==> config.mk <==
export PLATFORM = sky130hd
export DESIGN_NAME = apb_master_flat
export DESIGN_NICKNAME = d
export VERILOG_FILES = /design/src/rtl/apb_master_if.sv /design/src/rtl/apb_master.sv /design/src/flat_wrapper.sv
export SDC_FILE = /design/constraint.sdc
export NUM_CORES = 1
export LEC_CHECK = 0
export ABC_AREA = 1
export ABC_CLOCK_PERIOD_IN_PS = 3700
export CORE_MARGIN = 2
export CORE_UTILIZATION = 37
export CTS_CLUSTER_SIZE = 24
export DETAILED_ROUTE_END_ITERATION = 10
export PLACE_DENSITY = 0.75
export SLEW_MARGIN = 0
export SYNTH_ARGS = -nofsm -noshare
export SYNTH_HDL_FRONTEND = slang
export SYNTH_SLANG_ARGS = --single-unit
==> constraint.sdc <==
create_clock -name pCLK -period 3.7 [get_ports pCLK]
set_input_delay 0.74 -clock pCLK [delete_from_list [all_inputs] [get_ports pCLK]]
set_output_delay 0.74 -clock pCLK [all_outputs]
set_load 0.02 [all_outputs]
==> src/rtl/apb_master_if.sv <==
// Command/response stream and APB bus bundle for apb_master.
// The master modport is the initiator's view; slave is the fabric/peripheral side.
interface apb_master_if #(
    parameter int unsigned DW = 32,
    parameter int unsigned AW = 32
);
    localparam int unsigned CW = 1 + DW + AW;

    logic          cmd_valid;
    logic          cmd_ready;
    logic [CW-1:0] cmd_data;
    logic          rsp_valid;
    logic          rsp_ready;
    logic [DW-1:0] rsp_data;
    logic          rsp_err;
    logic          rsp_timeout;
    logic [AW-1:0] pADDR;
    logic          pSEL;
    logic          pENABLE;
    logic          pWRITE;
    logic [DW-1:0] pWDATA;
    logic [DW-1:0] pRDATA;
    logic          pREADY;
    logic          pSLVERR;

    modport master (
        input  cmd_valid, cmd_data, rsp_ready, pRDATA, pREADY, pSLVERR,
        output cmd_ready, rsp_valid, rsp_data, rsp_err, rsp_timeout,
        output pADDR, pSEL, pENABLE, pWRITE, pWDATA
    );

    modport slave (
        output cmd_valid, cmd_data, rsp_ready, pRDATA, pREADY, pSLVERR,
        input  cmd_ready, rsp_valid, rsp_data, rsp_err, rsp_timeout,
        input  pADDR, pSEL, pENABLE, pWRITE, pWDATA
    );
endinterface

==> src/rtl/apb_master.sv <==
// Single-outstanding APB initiator: command stream in, SETUP/ACCESS on APB,
// completion (with slave error or watchdog abort) out on the response stream.
module apb_master #(
    parameter int unsigned DW      = 32,
    parameter int unsigned AW      = 32,
    parameter int unsigned TIMEOUT = 16
) (
    input logic           pCLK,
    input logic           pRESET,
    apb_master_if.master  bus
);
    localparam int unsigned CW   = 1 + DW + AW;
    localparam int unsigned CntW = (TIMEOUT == 0) ? 1 : $clog2(TIMEOUT + 1);
    // Abort fires on the low-pREADY sample that would bring the count to TIMEOUT.
    localparam logic [CntW-1:0] CntLast = (TIMEOUT == 0) ? '0 : CntW'(TIMEOUT - 1);
    localparam logic [CntW-1:0] CntMax  = {CntW{1'b1}};

    typedef enum logic [1:0] {StIdle, StSetup, StAccess, StResp} state_e;

    state_e        state_q, state_d;
    logic [AW-1:0] paddr_q, paddr_d;
    logic [DW-1:0] pwdata_q, pwdata_d;
    logic          pwrite_q, pwrite_d;
    logic          psel_q, psel_d;
    logic          penable_q, penable_d;
    logic          rsp_valid_q, rsp_valid_d;
    logic [DW-1:0] rsp_data_q, rsp_data_d;
    logic          rsp_err_q, rsp_err_d;
    logic          rsp_timeout_q, rsp_timeout_d;
    logic [CntW-1:0] wait_cnt_q, wait_cnt_d;

    always_comb begin
        state_d       = state_q;
        paddr_d       = paddr_q;
        pwdata_d      = pwdata_q;
        pwrite_d      = pwrite_q;
        psel_d        = psel_q;
        penable_d     = penable_q;
        rsp_valid_d   = rsp_valid_q;
        rsp_data_d    = rsp_data_q;
        rsp_err_d     = rsp_err_q;
        rsp_timeout_d = rsp_timeout_q;
        wait_cnt_d    = wait_cnt_q;

        unique case (state_q)
            StIdle: begin
                if (bus.cmd_valid) begin
                    pwrite_d   = bus.cmd_data[CW-1];
                    pwdata_d   = bus.cmd_data[AW +: DW];
                    paddr_d    = bus.cmd_data[AW-1:0];
                    psel_d     = 1'b1;
                    wait_cnt_d = '0;
                    state_d    = StSetup;
                end
            end
            StSetup: begin
                penable_d = 1'b1;
                state_d   = StAccess;
            end
            StAccess: begin
                if (bus.pREADY) begin
                    psel_d        = 1'b0;
                    penable_d     = 1'b0;
                    rsp_valid_d   = 1'b1;
                    rsp_data_d    = pwrite_q ? '0 : bus.pRDATA;
                    rsp_err_d     = bus.pSLVERR;
                    rsp_timeout_d = 1'b0;
                    state_d       = StResp;
                end else if (TIMEOUT != 0 && wait_cnt_q == CntLast) begin
                    psel_d        = 1'b0;
                    penable_d     = 1'b0;
                    rsp_valid_d   = 1'b1;
                    rsp_data_d    = '0;
                    rsp_err_d     = 1'b1;
                    rsp_timeout_d = 1'b1;
                    state_d       = StResp;
                end else if (wait_cnt_q != CntMax) begin
                    wait_cnt_d = wait_cnt_q + 1'b1;
                end
            end
            StResp: begin
                if (bus.rsp_ready) begin
                    rsp_valid_d = 1'b0;
                    state_d     = StIdle;
                end
            end
            default: state_d = StIdle;
        endcase
    end

    always_ff @(posedge pCLK or posedge pRESET) begin
        if (pRESET) begin
            state_q       <= StIdle;
            paddr_q       <= '0;
            pwdata_q      <= '0;
            pwrite_q      <= 1'b0;
            psel_q        <= 1'b0;
            penable_q     <= 1'b0;
            rsp_valid_q   <= 1'b0;
            rsp_data_q    <= '0;
            rsp_err_q     <= 1'b0;
            rsp_timeout_q <= 1'b0;
            wait_cnt_q    <= '0;
        end else begin
            state_q       <= state_d;
            paddr_q       <= paddr_d;
            pwdata_q      <= pwdata_d;
            pwrite_q      <= pwrite_d;
            psel_q        <= psel_d;
            penable_q     <= penable_d;
            rsp_valid_q   <= rsp_valid_d;
            rsp_data_q    <= rsp_data_d;
            rsp_err_q     <= rsp_err_d;
            rsp_timeout_q <= rsp_timeout_d;
            wait_cnt_q    <= wait_cnt_d;
        end
    end

    // Gated by pRESET so no command is taken while reset is asserted.
    assign bus.cmd_ready   = (state_q == StIdle) && !pRESET;
    assign bus.rsp_valid   = rsp_valid_q;
    assign bus.rsp_data    = rsp_data_q;
    assign bus.rsp_err     = rsp_err_q;
    assign bus.rsp_timeout = rsp_timeout_q;
    assign bus.pADDR       = paddr_q;
    assign bus.pSEL        = psel_q;
    assign bus.pENABLE     = penable_q;
    assign bus.pWRITE      = pwrite_q;
    assign bus.pWDATA      = pwdata_q;
endmodule
==> src/flat_wrapper.sv <==
// flat-port wrapper written by rule: the top's interface ports become plain ports
module apb_master_flat 
#(
    parameter int unsigned DW      = 32,
    parameter int unsigned AW      = 32,
    parameter int unsigned TIMEOUT = 16
)
  (pCLK, pRESET, bus_cmd_valid, bus_cmd_data, bus_rsp_ready, bus_pRDATA, bus_pREADY, bus_pSLVERR, bus_cmd_ready, bus_rsp_valid, bus_rsp_data, bus_rsp_err, bus_rsp_timeout, bus_pADDR, bus_pSEL, bus_pENABLE, bus_pWRITE, bus_pWDATA);
  apb_master_if #(.DW(DW), .AW(AW)) bus_i ();
  input logic pCLK;
  input logic pRESET;
  input wire logic [$bits(bus_i.cmd_valid)-1:0] bus_cmd_valid;
  input wire logic [$bits(bus_i.cmd_data)-1:0] bus_cmd_data;
  input wire logic [$bits(bus_i.rsp_ready)-1:0] bus_rsp_ready;
  input wire logic [$bits(bus_i.pRDATA)-1:0] bus_pRDATA;
  input wire logic [$bits(bus_i.pREADY)-1:0] bus_pREADY;
  input wire logic [$bits(bus_i.pSLVERR)-1:0] bus_pSLVERR;
  output wire logic [$bits(bus_i.cmd_ready)-1:0] bus_cmd_ready;
  output wire logic [$bits(bus_i.rsp_valid)-1:0] bus_rsp_valid;
  output wire logic [$bits(bus_i.rsp_data)-1:0] bus_rsp_data;
  output wire logic [$bits(bus_i.rsp_err)-1:0] bus_rsp_err;
  output wire logic [$bits(bus_i.rsp_timeout)-1:0] bus_rsp_timeout;
  output wire logic [$bits(bus_i.pADDR)-1:0] bus_pADDR;
  output wire logic [$bits(bus_i.pSEL)-1:0] bus_pSEL;
  output wire logic [$bits(bus_i.pENABLE)-1:0] bus_pENABLE;
  output wire logic [$bits(bus_i.pWRITE)-1:0] bus_pWRITE;
  output wire logic [$bits(bus_i.pWDATA)-1:0] bus_pWDATA;
  assign bus_i.cmd_valid = bus_cmd_valid;
  assign bus_i.cmd_data = bus_cmd_data;
  assign bus_i.rsp_ready = bus_rsp_ready;
  assign bus_i.pRDATA = bus_pRDATA;
  assign bus_i.pREADY = bus_pREADY;
  assign bus_i.pSLVERR = bus_pSLVERR;
  assign bus_cmd_ready = bus_i.cmd_ready;
  assign bus_rsp_valid = bus_i.rsp_valid;
  assign bus_rsp_data = bus_i.rsp_data;
  assign bus_rsp_err = bus_i.rsp_err;
  assign bus_rsp_timeout = bus_i.rsp_timeout;
  assign bus_pADDR = bus_i.pADDR;
  assign bus_pSEL = bus_i.pSEL;
  assign bus_pENABLE = bus_i.pENABLE;
  assign bus_pWRITE = bus_i.pWRITE;
  assign bus_pWDATA = bus_i.pWDATA;
  apb_master #(.DW(DW), .AW(AW), .TIMEOUT(TIMEOUT)) u_core (.pCLK(pCLK), .pRESET(pRESET), .bus(bus_i));
endmodule
## After elaboration in Yosys (flattened, before gate mapping)

Index checks and enable logic that the tools add are counted.

- Multiplexer cells: 24
- Equality and inequality tests: 11
- Reduce and logical (&&, ||, !) cells: 14
- Add/sub/neg operators: 1

Operators with widths:

| operator | count |
|---|---|
| $mux W32 | 3 |
| $mux W5 | 4 |
| $pmux W5 S2 | 1 |
| $reduce_and A3 Y1 | 3 |
| $mux W1 | 8 |
| $mux W2 | 4 |
| $ne A2 B2 Y1 const B | 4 |
| $pmux W2 S4 | 1 |
| $reduce_bool A2 Y1 | 4 |
| $pmux W1 S2 | 3 |
| $reduce_and A2 Y1 | 3 |
| $add A5 B1 Y5 const B | 1 |
| $eq A5 B4 Y1 const B | 1 |
| $ne A5 B5 Y1 const B | 1 |
| $reduce_and A5 Y1 | 1 |
| $eq A2 B2 Y1 const B | 2 |
| $ne A3 B2 Y1 const B | 1 |
| $eq A2 B1 Y1 const B | 1 |
| $logic_not A2 Y1 | 1 |
| $ne A2 B1 Y1 const B | 1 |
| $logic_and A1 B1 Y1 | 1 |
| $logic_not A1 Y1 | 1 |

- Logic and storage cells: 61
- Register bits after elaboration: 109
- Input port bits: 103
- Output and inout port bits: 103

## Depth between registers and ports, before layout

- Depth in word-level cells: 5
- Gate-level depth with buffers: 10
- Mapped depth without buffers: 10

## Worst setup path after synthesis

OpenSTA, ideal clock, no wires.

- Path kind: input-to-output
- From: input pRESET
- To: output bus_cmd_ready
- Cell stages on the path: 1
- Arrival time: 1.033 ns
- Data required time: 2.960 ns
- Path buffers: 0
- Slack: 1.927 ns
- Path through: nor2_1

- Longest elaborated chain between the ends: 2

Ends and longest elaborated chain:

| item | line | RTL |
|---|---|---|
| from (decl) | flat_wrapper.sv:11 | `input logic pRESET;` |
| $logic_not A1 Y1 (no source line) | -- |  |
| $logic_and A1 B1 Y1 | apb_master.sv:120 | `assign bus.cmd_ready = (state_q == StIdle) && !pRESET;` |
| to (decl) | flat_wrapper.sv:18 | `output wire logic [$bits(bus_i.cmd_ready)-1:0] bus_cmd_ready;` |

No other way between the ends.

## Final worst setup path

Ends and elaborated chain as after synthesis.

==> metrics <==
status=finished, final reports clean; area added between synthesis and finish=54.2%; Post-Syn Area=4480 µm²; CP arrival=between 1.5 and 2 ns; worst slack, placed=approximately 1.0 ns; Post-DP HPWL=between 8 and 9 mm; total wire length=~12 mm; Nets=around 810; Final period util=0.722; number of flops mapped to enable cells by yosys=0; Leakage=3.44 nW; synth top area cells=dfrtp_1 61%, nand2_1 24%, nand3_1 4.2%; cell family with most CP delay=buffers and inverters; most frequent cell after synthesis=nand2_1; type of origin of the critical path=input pin; Worst slew margin=0.608; ys flop type=dfrtp_1; biggest area consumer among synthesized cells=dfrtp_1; Yosys warnings=0; dpl cells=840; DRT Pass-1 Iters=4; Starting Density=0.376; clock power share=0.168; TNS Setup=0 ns; vias=slightly above 4,000; largest net degree at the start of global routing=slightly above 70; Sw Share=0.394; PnR worst setup slack=between 1 and 1.5 ns; Design Power=roughly 5.9 mW; Area after DPL=between 6000 and 7000 µm²; max_cap viols=0; area share of the largest cell type after synthesis=0.609; share of post-route cells with drive strength above 1=0.0465; asr flop ratio synth=1.00; Psw=around 2.3 mW; Core Util, Final=0.579; clock slew at reported path FFs=~0.06 ns; Slew Viols, Final=0; crit-path max cell delay=between 0.6 and 0.7 ns; Post-Layout Cell Count=roughly 860; internal power=3.56 mW; Max stage delay cell, worst path=clkdlybuf4s50_1; Mapped Cells=roughly 510; clk root buf=clkbuf_16; Setup Viol. Count Final=0; RSZ-0062 raised after global routing=false; initial drt markers=~220; total clock buffers created by CTS=9; cell area after layout=between 6000 and 7000 µm²; post-synthesis sequential area ratio=0.609; PortBufs=205; global placement routability congestion=~0.77; CTS tree=done; initial antenna violation count=0; WL/cell=between 10 and 15 µm; min Tclk post-route=2.67 ns; sequential share of power=0.343; Comb power frac=0.489; Longest Clk Path Bufs=2; CP Class=in2out; total grt overflow=0; worst skew pair latency=0.34 ns; clk sinks=109; Vias/cell=between 4 and 5; CP startpoint=pRESET; first-pass GRT wire length=19.7 mm; hold_sp=u_core.bus.rsp_data[18]; Post-Syn Nets=just over 600; Required @ worst endpoint=between 2 and 3 ns; Final Hold Violating Endpoints=0; RR Endpoint=u_core.bus.pADDR[19]; pwr/cell area=852 nW/µm²; top cells by instance count after synthesis=285 x nand2_1, 109 x dfrtp_1, 38 x nand3_1; Die Ht=between 100 and 150 µm; Multi-input gate area=1500 µm²; WHS Path Cells=2; # diodes=0; syn_area_per_cell=between 8 and 9 µm²; Most common cell on crit path=clkdlybuf4s50_1; CP Max Fanout=2; Hold Slack=around 0.47 ns; Endpoint, Worst Hold=u_core.bus.rsp_data[18]; Worst Tran Pin Value=about 0.6 ns; num ports=slightly above 200; Sequential Area=~2700 µm²; fillers=1,046; post-synthesis cell type count=24; core area=around 12,000 µm²; Die X-Extent=about 110 µm; DRT antenna net count=0; hold bufs inserted after CTS=0; gr usage total=0.190; maximum vdd ir drop=around 0.00037 V; CP bufs+invs=2; CP Capture Type=primary output; CTS-repair resized insts=0; clock skew=between 0.007 and 0.008 ns; Seq cells post-synth=~110; reg2reg path depth=7; vias in the first global route=4,102; Hold Path Class=reg2reg; RR Startpoint=u_core.state_q[0]; highest clock rate=between 0.3 and 0.4 GHz; die area=roughly 13,000 µm²; H-tree depth=3; postcts setup bufs=0; CP Cell Sequence=clkdlybuf4s50_1 > nor2_1 > clkdlybuf4s50_1; setup slack, reg-to-reg=around 1.6 ns; row cnt=40; # DRC=0
==> placed cells by master, fill, tap and decap left out, drive strengths merged <==
cell type        n
nor3b            1
clkinv           3
nand2          289
buf              6
nor2            10
or2              1
nand4            1
nand3           39
o22a             1
o21ai            6
ha               7
clkbuf          12
clkdlybuf4s50  205
a21oi            2
dfrtp          109
bufinv           1
inv             16
==> layout make-up <==
type | count | area share
Sequential cell | 109 | 0.395
Timing Repair Buffer | 211 | 0.306
Multi-Input combinational cell | 357 | 0.218
Clock buffer | 12 | 0.0386
Tap cell | 147 | 0.0266
Inverter | 16 | 0.00943
Clock inverter | 4 | 0.00653
==> per-layer routing <==
| layer | share of wire | GRT usage |
|---|---|---|
| met1 | 0.40 | 0.226 |
| met4 | 0.026 | 0.0878 |
| met2 | 0.49 | 0.320 |
| met3 | 0.088 | 0.0547 |
| met5 | 0 | 0 |
==> sequential cells by signal, indices dropped and copies added, names as in the netlist <==
register	cells
u_core.wait_cnt_q	5
u_core.bus.pSEL	1
u_core.bus.rsp_valid	1
u_core.bus.pENABLE	1
u_core.bus.rsp_data	32
u_core.bus.pWDATA	32
u_core.bus.rsp_timeout	1
u_core.bus.pWRITE	1
u_core.bus.pADDR	32
u_core.state_q	2
u_core.bus.rsp_err	1
==> worst register-to-register path: stages (launching register included) <==
cell     delay (ns)
dfrtp_1        0.40
inv_1          0.11
ha_1           0.27
nand2_2        0.39
inv_2          0.38
buf_4          0.36
nand2_1        0.10
nand2_1        0.07
==> cells by family (layout without fill, tap and decap cells) <==
kind of cell,Yosys count,count (layout),share of synthesized area
simple gates,341,341,0.306
fa+ha+maj,7,7,0.0196
flops,109,109,0.609
compound gates,9,9,0.0109
buf+inv,40,243,0.0545
==> power by group through the flow <==
| stage | registers, mW | logic [mW] | clock network, mW |
|---|---|---|---|
| 2_1_floorplan | 2.62 | 0.940 | 0 |
| 3_3_place_gp | 2.01 | 2.81 | 0 |
| 3_5_place_dp | 2.03 | 2.89 | 0 |
| 4_1_cts | 2.02 | 2.90 | 1.01 |
| 5_1_grt | 2.09 | 3.12 | 1.06 |
| 6_report | 2.02 | 2.87 | 0.989 |
==> how the worst max path moves through the flow <==
stage | endpoint | slack [ns] | cells after the start
after floorplan | u_core.bus.pADDR[0] | 0.09 | 1
after global placement | bus_cmd_ready | 1.03 | 3
after detailed placement | bus_cmd_ready | 1.03 | 3
after CTS | bus_cmd_ready | 1.02 | 3
after global routing | bus_cmd_ready | 0.96 | 3
final | bus_cmd_ready | 1.03 | 3
Note: power is estimated with default switching activity, not from simulation.
==> variant 1: new RTL, config.mk and constraints unchanged <==
Encoding of `state_e`: now Gray code (2 bits for 4 states).
--- a/src/rtl/apb_master.sv
+++ b/src/rtl/apb_master.sv
@@ -16,5 +16,5 @@
     localparam logic [CntW-1:0] CntMax  = {CntW{1'b1}};
 
-    typedef enum logic [1:0] {StIdle, StSetup, StAccess, StResp} state_e;
+    typedef enum logic [1:0] {StIdle = 2'b00, StSetup = 2'b01, StAccess = 2'b11, StResp = 2'b10} state_e;
 
     state_e        state_q, state_d;
Function: no difference found for any inputs over 10 cycles, from zero or initial values and one cycle with pRESET high; not proved beyond that.
==> variant 1 against the original RTL <==
Critical path depth is the same. Synthesized area shrank 0.98%. Non-clock buffer count did not move. Total power decreased by 5.0%. Worst setup slack got worse by 89 ps. Sequential power shrank 2%. Wire length shrank 0.67%. Final area down 0.25%. Sequential cell count did not move. Cell count fell by 2.2%. Clock skew about the same. Largest power group unchanged.
==> variant 1: results (changes against the original RTL) <==
metric,value,unit,change
post-synthesis cell type count,20,,-17%
skew final,7.31,ps,-0.254 ps
Placed Area,6570,um2,-0.36%
initial antenna violation count,1,,+1
Post-DP HPWL,8470,um,-3.3%
Worst R2R Path Depth,8,,+1
wire length on met3,660,um,-38%
pin count of the biggest net entering global routing,68,,-5.6%
all-layer global routing usage,19.0,%,-0.069 points
layout cells sized above 1,4.62,%,-0.037 points
GR Util met1,24.1,%,+1.5 points
Peak VDD IR,0.368,mV,-0.70%
Place WS,953,ps,-73.7 ps
met2 Usage GRT,32.5,%,+0.47 points
"top cells by area, synth","dfrtp_1, nand2_1, nand3_1",,
metal2 WL,6010,um,+1.5%
Placer Congestion,0.787,,+2.5%
status,finished clean,,
post-synthesis sequential area ratio,61.5,%,+0.60 points
Leak,3.26,nW,-5.0%
Non-Filler Instances,837,,-2.2%
fillcell total,1027,,-1.8%
Critical Path AT,2020,ps,+90 ps
"top cells by count, synth","nand2_1, dfrtp_1, nand3_1",,
nets@finish,795,,-2.3%
met3 Use GR,3.35,%,-2.1 points
drt wl/cell,14.4,um,+1.6%
WL met1,5100,um,+5.3%
Placed Instances,821,,-2.3%
via/cell ratio,4.76,,+1.2%
First DRT Iteration DRCs,257,,+16%
## variant 1: cell count changes after synthesis, sizes merged, moves of 4 or more
cell	delta
nand3	+44
inv	-5
o21ai	+24
clkbuf	+5
nand2	-70
ha	-4
nor2	-4
## variant 1: critical path: stages
cell and delay, ps:
clkdlybuf4s50_1 460, nor3_1 180, clkdlybuf4s50_1 640
## variant 1: final timing paths
path	start	to	slack [ps]
min	u_core.bus.rsp_data[12]	u_core.bus.rsp_data[12]	470
max in group asynchronous	pRESET	u_core.bus.pADDR[10]	2040
min in group asynchronous	pRESET	u_core.bus.rsp_data[17]	960
min reg2reg	u_core.bus.rsp_data[12]	u_core.bus.rsp_data[12]	470
max reg2reg	u_core.wait_cnt_q[0]	u_core.bus.rsp_data[7]	1690
max	pRESET	bus_cmd_ready	940
## variant 1: area by class of cell
| type | instances | area, um2 | area share, % |
|---|---|---|---|
| multi-input cells | 347 | 1510 | 22.0 |
| inverters | 11 | 43.8 | 0.636 |
| clock inverters | 4 | 72.6 | 1.05 |
| flip-flops and latches | 109 | 2730 | 39.6 |
| repair buffers | 211 | 2100 | 30.6 |
| well taps | 143 | 179 | 2.60 |
| diodes | 1 | 2.50 | 0.0364 |
| clock buffers | 11 | 243 | 3.53 |
## variant 1: kinds of logic (layout without fill, tap and decap cells)
family / after synthesis / after routing / synth area share (%)
AOI/OAI and AO/OA: 31 / 31 / 3.59
other: 0 / 1 / 0
buffers and inverters: 42 / 237 / 4.69
adders and majority gates: 3 / 3 / 0.847
DFF: 109 / 109 / 61.5
and+or+nand+nor: 313 / 313 / 29.3
## variant 1: report_power, final
group	switching [mW]	total (mW)	internal (mW)
Clock	0.401	1.01	0.607
Sequential	0.292	1.97	1.68
Combinational	1.45	2.60	1.16
==> variant 2: new RTL, same settings <==
Without the edit above. `TIMEOUT` is set to 16 in 2 places; all go to 32.
--- a/src/rtl/apb_master.sv
+++ b/src/rtl/apb_master.sv
@@ -4,5 +4,5 @@
     parameter int unsigned DW      = 32,
     parameter int unsigned AW      = 32,
-    parameter int unsigned TIMEOUT = 16
+    parameter int unsigned TIMEOUT = 32
 ) (
     input logic           pCLK,
--- a/src/flat_wrapper.sv
+++ b/src/flat_wrapper.sv
@@ -4,5 +4,5 @@
     parameter int unsigned DW      = 32,
     parameter int unsigned AW      = 32,
-    parameter int unsigned TIMEOUT = 16
+    parameter int unsigned TIMEOUT = 32
 )
   (pCLK, pRESET, bus_cmd_valid, bus_cmd_data, bus_rsp_ready, bus_pRDATA, bus_pREADY, bus_pSLVERR, bus_cmd_ready, bus_rsp_valid, bus_rsp_data, bus_rsp_err, bus_rsp_timeout, bus_pADDR, bus_pSEL, bus_pENABLE, bus_pWRITE, bus_pWDATA);
Function: same outputs for any inputs over 10 cycles, from zero or initial values and one cycle with pRESET high; that may be too few to reach the edited logic, so the function may still have changed.
==> variant 2 against the original RTL <==
Worst setup slack worse by 67 ps. Final area up 1.5%. Non-clock buffer count unchanged. Wire length down 9.0%. Synthesized area up 2.0%. Sequential cell count up 1. Total power down 0.25%. First-iteration DRC count down 4.1%. Largest power group unchanged.
==> variant 2: results (changes against the original RTL) <==
metric,value,unit,change
"CP delay by family, top",buffers and inverters,,
Clock Power,0.887,mW,-10%
fillcell total,1009,,-3.5%
status,finished clean,,
H-tree depth,3,,unchanged
Seq pwr share,35.0,%,+0.7 points
CP max FO,2,,unchanged
clock buffer depth,2,,unchanged
Routed Antenna Nets,0,,unchanged
Worst-Margin Slew,720,ps,+134 ps
Place WS,956,ps,-71.1 ps
total CTS buffers,9,,unchanged
Leak,3.09,nW,-10%
WL final,11100,um,-9.0%
Post-DP HPWL,8060,um,-8.1%
"top cells by count, synth","dfrtp_1, nand2_1, nand3_1",,
"Net Count, Synth",490,,-20%
vias in the first global route,3614,,-12%
post-synthesis compound-gate area fraction,1.89,%,+0.80 points
worst hold path depth,1,,-1
First DRT Iteration DRCs,212,,-4.1%
all-layer global routing usage,16.7,%,-2.4 points
Switching Fraction,36.8,%,-2.6 points
slowest cell on the critical path,clkdlybuf4s50_1,,
Placed Area,6740,um2,+2.3%
Psw,2.16,mW,-6.9%
"Top FF cell, synth",dfrtp_1,,
Skew-Pair Late Insertion Delay,340,ps,about the same
Post-Synth Adder-Cell Area,1.37,%,-0.59 points
Placer Congestion,0.719,,-6.3%
mux cell area share after synthesis,15.8,%,+16 points
met2 Usage GRT,28.3,%,-3.7 points
Hold/Removal Path Class,reg -> reg,,
post-synthesis cell type count,26,,+8.3%
async set-or-reset flop fraction in the synthesized netlist,100,%,unchanged
wire length on met3,1070,um,about the same
largest stage delay on the critical path,620,ps,
Syn Inst Count,382,,-25%
post-synthesis sequential area ratio,60.3,%,-0.67 points
skew final,5.48,ps,-2.09 ps
Pre-antenna DRT Iters,4,,unchanged
GR Util met1,19.5,%,-3.1 points
synth warn,0,,unchanged
"top cells by area, synth","dfrtp_1, mux2_2, mux2_1",,
layout cells sized above 1,12.9,%,+8.3 points
Peak VDD IR,0.573,mV,+55%
metal2 WL,5440,um,-8.3%
via/cell ratio,4.81,,+2.2%
Critical Path AT,2000,ps,+70 ps
Worst R2R Path Depth,10,,+3
nets@finish,691,,-15%
WL met1,4480,um,-7.6%
met3 Use GR,7.49,%,+2.0 points
antenna diode count,0,,unchanged
drt wl/cell,15.1,um,+6.1%
root buf cell,clkbuf_16,,
pin count of the biggest net entering global routing,57,,-21%
cts repair resizes,0,,unchanged
first-pass GRT wire length,17300,um,-12%
Placed Instances,719,,-14%
-- variant 2: worst paths after layout --
| path | start | to | slack (ps) |
|---|---|---|---|
| worst max-delay path | pRESET | bus_cmd_ready | 960 |
| worst min-delay path | u_core.bus.pWDATA[17] | u_core.bus.pWDATA[17] | 490 |
| worst max register to register | u_core.state_q[0] | u_core.wait_cnt_q[5] | 1510 |
| worst min register to register | u_core.bus.pWDATA[17] | u_core.bus.pWDATA[17] | 490 |
| max in group asynchronous | pRESET | u_core.bus.rsp_data[22] | 2040 |
| min in group asynchronous | pRESET | u_core.bus.pADDR[19] | 910 |
-- variant 2: layout make-up --
cell class | instances | area, um2 | area share [%]
Tap cell | 147 | 184 | 2.62
Multi-Input combinational cell | 237 | 1630 | 23.2
Sequential cell | 110 | 2750 | 39.3
Inverter | 14 | 55.1 | 0.786
Clock buffer | 14 | 264 | 3.77
Clock inverter | 1 | 5.00 | 0.0714
Timing Repair Buffer | 211 | 2120 | 30.3
